$ cat src/rtl/demux1t4_5_buf.sv
// Buffered 1-to-4 demux: steers each accepted beat into one of four per-channel FIFOs.
// One cycle push-to-head latency; input stalls only when the selected channel is full or on flush.

module demux1t4_5_buf_fifo #(
  parameter int WIDTH = 5,
  parameter int DEPTH = 2,
  localparam int PW = $clog2(DEPTH),
  localparam int OW = PW + 1
) (
  input  logic             clk,
  input  logic             rstn,
  input  logic             flush_i,
  input  logic             push_i,
  input  logic [WIDTH-1:0] data_i,
  input  logic             pop_i,
  output logic             vld_o,
  output logic [WIDTH-1:0] data_o,
  output logic [OW-1:0]    occ_o
);

  logic [WIDTH-1:0] mem_q [DEPTH];
  logic [PW-1:0]    wr_ptr_q, wr_ptr_d;
  logic [PW-1:0]    rd_ptr_q, rd_ptr_d;
  logic [OW-1:0]    occ_q, occ_d;
  logic             full;
  logic             do_push;
  logic             do_pop;

  assign full    = (occ_q == OW'(DEPTH));
  assign vld_o   = (occ_q != '0);
  assign do_push = push_i && !full && !flush_i;
  assign do_pop  = pop_i && vld_o && !flush_i;

  always_comb begin
    wr_ptr_d = wr_ptr_q;
    rd_ptr_d = rd_ptr_q;
    occ_d    = occ_q;
    if (flush_i) begin
      wr_ptr_d = '0;
      rd_ptr_d = '0;
      occ_d    = '0;
    end else begin
      if (do_push) wr_ptr_d = wr_ptr_q + PW'(1);
      if (do_pop)  rd_ptr_d = rd_ptr_q + PW'(1);
      unique case ({do_push, do_pop})
        2'b10:   occ_d = occ_q + OW'(1);
        2'b01:   occ_d = occ_q - OW'(1);
        default: occ_d = occ_q;
      endcase
    end
  end

  always_ff @(posedge clk or negedge rstn) begin
    if (!rstn) begin
      wr_ptr_q <= '0;
      rd_ptr_q <= '0;
      occ_q    <= '0;
    end else begin
      wr_ptr_q <= wr_ptr_d;
      rd_ptr_q <= rd_ptr_d;
      occ_q    <= occ_d;
    end
  end

  // Storage is left uncleared; an empty channel masks its head to zero instead.
  always_ff @(posedge clk) begin
    if (do_push) mem_q[wr_ptr_q] <= data_i;
  end

  assign data_o = vld_o ? mem_q[rd_ptr_q] : '0;
  assign occ_o  = occ_q;

endmodule

module demux1t4_5_buf #(
  parameter int WIDTH = 5,
  parameter int DEPTH = 2
) (
  input  logic                             clk,
  input  logic                             rstn,
  input  logic                             in_valid,
  output logic                             in_ready,
  input  logic [WIDTH-1:0]                 in_data,
  input  logic [1:0]                       in_sel,
  input  logic                             flush,
  output logic [3:0]                       out_valid,
  input  logic [3:0]                       out_ready,
  output logic [4*WIDTH-1:0]               out_data,
  output logic [4*($clog2(DEPTH)+1)-1:0]   occ,
  output logic [7:0]                       overflow_cnt
);

  localparam int OW = $clog2(DEPTH) + 1;

  logic [OW-1:0] occ_w [4];
  logic [7:0]    ovf_q, ovf_d;

  // A same-cycle pop on the selected channel deliberately does not free a slot here.
  assign in_ready = !flush && (occ_w[in_sel] < OW'(DEPTH));

  for (genvar k = 0; k < 4; k++) begin : g_ch
    logic push_k;
    assign push_k = in_valid && in_ready && (in_sel == 2'(k));

    demux1t4_5_buf_fifo #(
      .WIDTH (WIDTH),
      .DEPTH (DEPTH)
    ) u_fifo (
      .clk     (clk),
      .rstn    (rstn),
      .flush_i (flush),
      .push_i  (push_k),
      .data_i  (in_data),
      .pop_i   (out_ready[k]),
      .vld_o   (out_valid[k]),
      .data_o  (out_data[k*WIDTH +: WIDTH]),
      .occ_o   (occ_w[k])
    );

    assign occ[k*OW +: OW] = occ_w[k];
  end

  always_comb begin
    ovf_d = ovf_q;
    if (in_valid && !in_ready && !flush && (ovf_q != 8'hFF)) ovf_d = ovf_q + 8'd1;
  end

  always_ff @(posedge clk or negedge rstn) begin
    if (!rstn) ovf_q <= '0;
    else       ovf_q <= ovf_d;
  end

  assign overflow_cnt = ovf_q;

endmodule

$ cat config.mk
export PLATFORM = sky130hd
export DESIGN_NAME = demux1t4_5_buf
export DESIGN_NICKNAME = d
export VERILOG_FILES = /design/src/rtl/demux1t4_5_buf.sv
export SDC_FILE = /design/constraint.sdc
export NUM_CORES = 1
export LEC_CHECK = 0
export ABC_AREA = 1
export BUFFER_PORTS_ARGS = -buffer_cell sky130_fd_sc_hd__buf_2
export CAP_MARGIN = 20
export CORE_ASPECT_RATIO = 1.75
export CORE_MARGIN = 2
export CORE_UTILIZATION = 50
export DETAILED_ROUTE_END_ITERATION = 16
export PLACE_DENSITY_LB_ADDON = 0.05
export REMOVE_ABC_BUFFERS = 1
export SYNTH_ARGS = -nofsm -noshare
export SYNTH_HDL_FRONTEND = slang
export SYNTH_SLANG_ARGS = --single-unit
$ cat constraint.sdc
create_clock -name clk -period 2.2 [get_ports clk]
set_clock_uncertainty 0.05 [all_clocks]
set_input_delay 0.22 -clock clk [delete_from_list [all_inputs] [get_ports clk]]
set_output_delay 0.22 -clock clk [all_outputs]
set_load 0.01 [all_outputs]
==> results.py <==
metrics = {
    "routing": {
        "antenna_left": 0,
        "drt-wirelength-per-cell_um": 13.52,
        "num_vias": 2351,
        "drc": 0,
        "first_pass_iters": 4,
        "wl_met3_um": 258,
        "drt_wl_total_um": 6409,
        "dr_wl_met2_um": 3376,
        "drt-met1-wl_um": 2656,
        "routed_via_density": 4.960,
        "top_layer_used": "met4",
        "drtIter0Drc": 72,
    },
    "pwr": {
        "power.total_w": 0.003633,
        "power.density_nw_per_um2": 1008,
        "peakVddDrop_v": 0.0006229,
        "p_leak_nw": 1.699,
    },
    "worst_setup_path": {
        "r2r_cells": 5,
        "cp_max_fo": 6,
        "reg2reg_to": "g_ch[2].u_fifo.mem_q[1][2]",
        "worstPathRequired_ns": 2.13,
        "crit_family": "simple AND/OR/NAND/NOR gates",
        "crit_type": "reg -> reg",
        "critPathArrivalTime_ns": 1.70,
        "end_kind": "flip-flop",
        "crit_buf_inv": 1,
        "reg2reg_slack_ns": 0.43,
        "crit_chain": "nand3_1 -> nand2_1 -> inv_1 -> nand4_2 -> nor2_1",
        "rr_startpoint": "g_ch[3].u_fifo.occ_o[1]",
        "critPathSlowestCell": "dfrtp_1",
        "slowest_delay_ns": 0.45,
        "critPathLaunchType": "flip-flop",
    },
    "floorplanning": {
        "dieArea_um2": 6856,
        "ios": 56,
        "coreArea_um2": 5926,
        "num_rows": 37,
        "chipWidth_um": 63.46,
        "start_util_pct": 52.20,
        "dieHeight_um": 108.0,
    },
    "sta": {
        "maxSlewViolCount": 0,
        "worst_slack_ns": 0.4325,
        "setup_tns_ns": 0,
        "slew_headroom_pct": 61.77,
        "setup_viol": 0,
        "fin_crit_ns": 1.767,
        "period_share_pct": 80.34,
        "worst_slew_pin_slew_ns": 0.5734,
        "rsz0062_at_grt": "no",
        "max_freq_ghz": 0.5658,
        "final-hold-violation-count": 0,
    },
    "clocking": {
        "htreeDepth": 3,
        "cts.sinks": 64,
        "cts_setup_buffers": 0,
        "clkTransAtPathRegs_ns": 0.06,
        "clockRootBuffer": "clkbuf_8",
        "cts_buffers": 9,
        "clock_latency_ns": 0.33,
        "cts_tree": "yes",
        "hold_buffers": 1,
        "max-clock-path-buffers": 2,
        "cts-resized-gates": 0,
    },
    "yosys": {
        "avgSynthCellArea_um2": 9.430,
        "synth_edf_count": 40,
        "synth_top_area_share_pct": 38.83,
        "synth-async-reset-ratio_pct": 37.50,
        "synth_ff_type": "edfxtp_1",
        "ys_ff_latch": 64,
        "netlist_top_cells_count": "nand2_1 (101), edfxtp_1 (40), inv_1 (36), dfrtp_1 (24), nand3_1 (23)",
        "synth_top_area_cell": "edfxtp_1",
        "netlist_top_cells_area": "edfxtp_1 (39%), dfrtp_1 (19%), nand2_1 (12%), inv_1 (4.4%), nand3_1 (3.7%)",
        "ys_types": 28,
        "yosysMostFrequentCell": "nand2_1",
        "yosys_warnings": 0,
        "synth_cells": 328,
        "syn_area_um2": 3093,
        "yosysSeqAreaShare_pct": 58.25,
    },
    "place": {
        "place_hpwl_um": 4883,
        "place_ws_ns": 0.3905,
        "gp_congestion": 0.8276,
        "io_buffer_count": 55,
    },
    "status": {
        "status": "complete, no violations",
    },
    "min_path": {
        "hp-class": "in -> reg",
        "holdPathStages": 1,
        "min_from": "in_data[1]",
        "hold_end": "g_ch[3].u_fifo.mem_q[1][1]",
    },
    "layout": {
        "nets": 407,
        "synthToLayoutAreaGrowth_pct": 16.55,
        "antenna_cells": 0,
        "drive_above_1_share_pct": 22.98,
    },
    "job": {
        "cap_viol_max_count": 0,
    },
    "global_route": {
        "grt_max_degree": 25,
        "grt_pass1_wl_um": 10750,
        "grt-ovfl-total": 0,
        "antenna_found_initial": 0,
        "grt_pass1_vias": 2285,
        "track_usage_pct": 20.66,
    },
}
==> power breakdown <==
| part | switching, W | internal (W) |
|---|---|---|
| clock | 0.000392 | 0.000474 |
| combinational | 0.000709 | 0.000447 |
| sequential | 0.000182 | 0.00143 |
| total | 0.00128 | 0.00235 |
==> cell usage in the layout, fill, tap and decap left out <==
| cell type | count |
|---|---|
| nor3_1 | 6 |
| edfxtp_1 | 40 |
| o21ai_0 | 7 |
| nand3_1 | 23 |
| nand3b_1 | 3 |
| nand4_2 | 2 |
| clkinv_1 | 2 |
| clkbuf_1 | 5 |
| nor3_4 | 1 |
| dfrtp_1 | 24 |
| dlygate4sd3_1 | 1 |
| ha_1 | 1 |
| nand2_2 | 5 |
| nand4_1 | 5 |
| buf_4 | 4 |
| nor2_4 | 2 |
| xnor2_1 | 3 |
| or2_2 | 2 |
| nand2_1 | 101 |
| xor2_1 | 4 |
| nand3_2 | 2 |
| nor2_2 | 2 |
| o21ai_1 | 3 |
| inv_2 | 3 |
| a21oi_1 | 22 |
| buf_2 | 55 |
| inv_1 | 36 |
| nand4_4 | 2 |
| nor2_1 | 19 |
| clkbuf_8 | 11 |
==> worst reg2reg max path: cells and delay by family, from the launching register on <==
kind | cells | cell delay (ns)
flip-flops | 1 | 0.45
buffers and inverters | 1 | 0.22
AND/OR/NAND/NOR | 4 | 0.69
==> per-stage QoR <==
stage	area, um2	cells	utilization [%]	hold WS (ns)
after global routing	3605	474	60.83	0.1558
final	3605	474	60.83	0.1560
after CTS	3605	474	60.83	0.1424
after global placement	3425	457	57.79	0.1956
after floorplan	3022	320	-	-0.1256
after detailed placement	3425	457	57.79	0.1998
==> routing by layer <==
layer	global-route usage, %	vias up
met3	4.787	10
li1	-	1198
met4	8.696	0
met1	24.02	1086
met5	0	-
met2	36.32	57
==> final cells by class <==
type | count | area (um2)
Sequential cell | 64 | 1802
Fill cell | 567 | 2321
Tap cell | 78 | 97.59
Clock buffer | 16 | 170.2
Timing Repair Buffer | 60 | 315.3
Inverter | 41 | 153.9
Multi-Input combinational cell | 215 | 1066
==> state kept, by name, indices dropped and copies added, names as in the netlist <==
register	cells
g_ch.u_fifo.occ_o	8
g_ch.u_fifo.mem_q	40
g_ch.u_fifo.rd_ptr_q	4
g_ch.u_fifo.wr_ptr_q	4
overflow_cnt	8
==> cell families (layout without fill, tap and decap cells) <==
| group | after synthesis | after routing | synth area share [%] |
|---|---|---|---|
| XOR/XNOR | 7 | 7 | 1.982 |
| AND/OR/NAND/NOR | 175 | 175 | 26.90 |
| AO/OA/AOI/OAI | 32 | 32 | 5.178 |
| adder cells (fa/ha/maj) | 1 | 1 | 0.4045 |
| flip-flops | 64 | 64 | 58.25 |
| buffers and inverters | 49 | 117 | 7.282 |
==> worst max path at each step <==
stage | depth (start not counted) | end | startpoint
4_1_cts | 4 | out_data[0] | g_ch[0].u_fifo.occ_o[1]
3_3_place_gp | 6 | g_ch[3].u_fifo.mem_q[1][3] | flush
6_report | 5 | g_ch[2].u_fifo.mem_q[1][2] | g_ch[3].u_fifo.occ_o[1]
5_1_grt | 5 | g_ch[0].u_fifo.mem_q[1][2] | g_ch[3].u_fifo.occ_o[1]
2_1_floorplan | 7 | overflow_cnt[6] | overflow_cnt[0]
3_5_place_dp | 6 | g_ch[2].u_fifo.mem_q[1][3] | flush
Power figures use the tool's default switching activity.
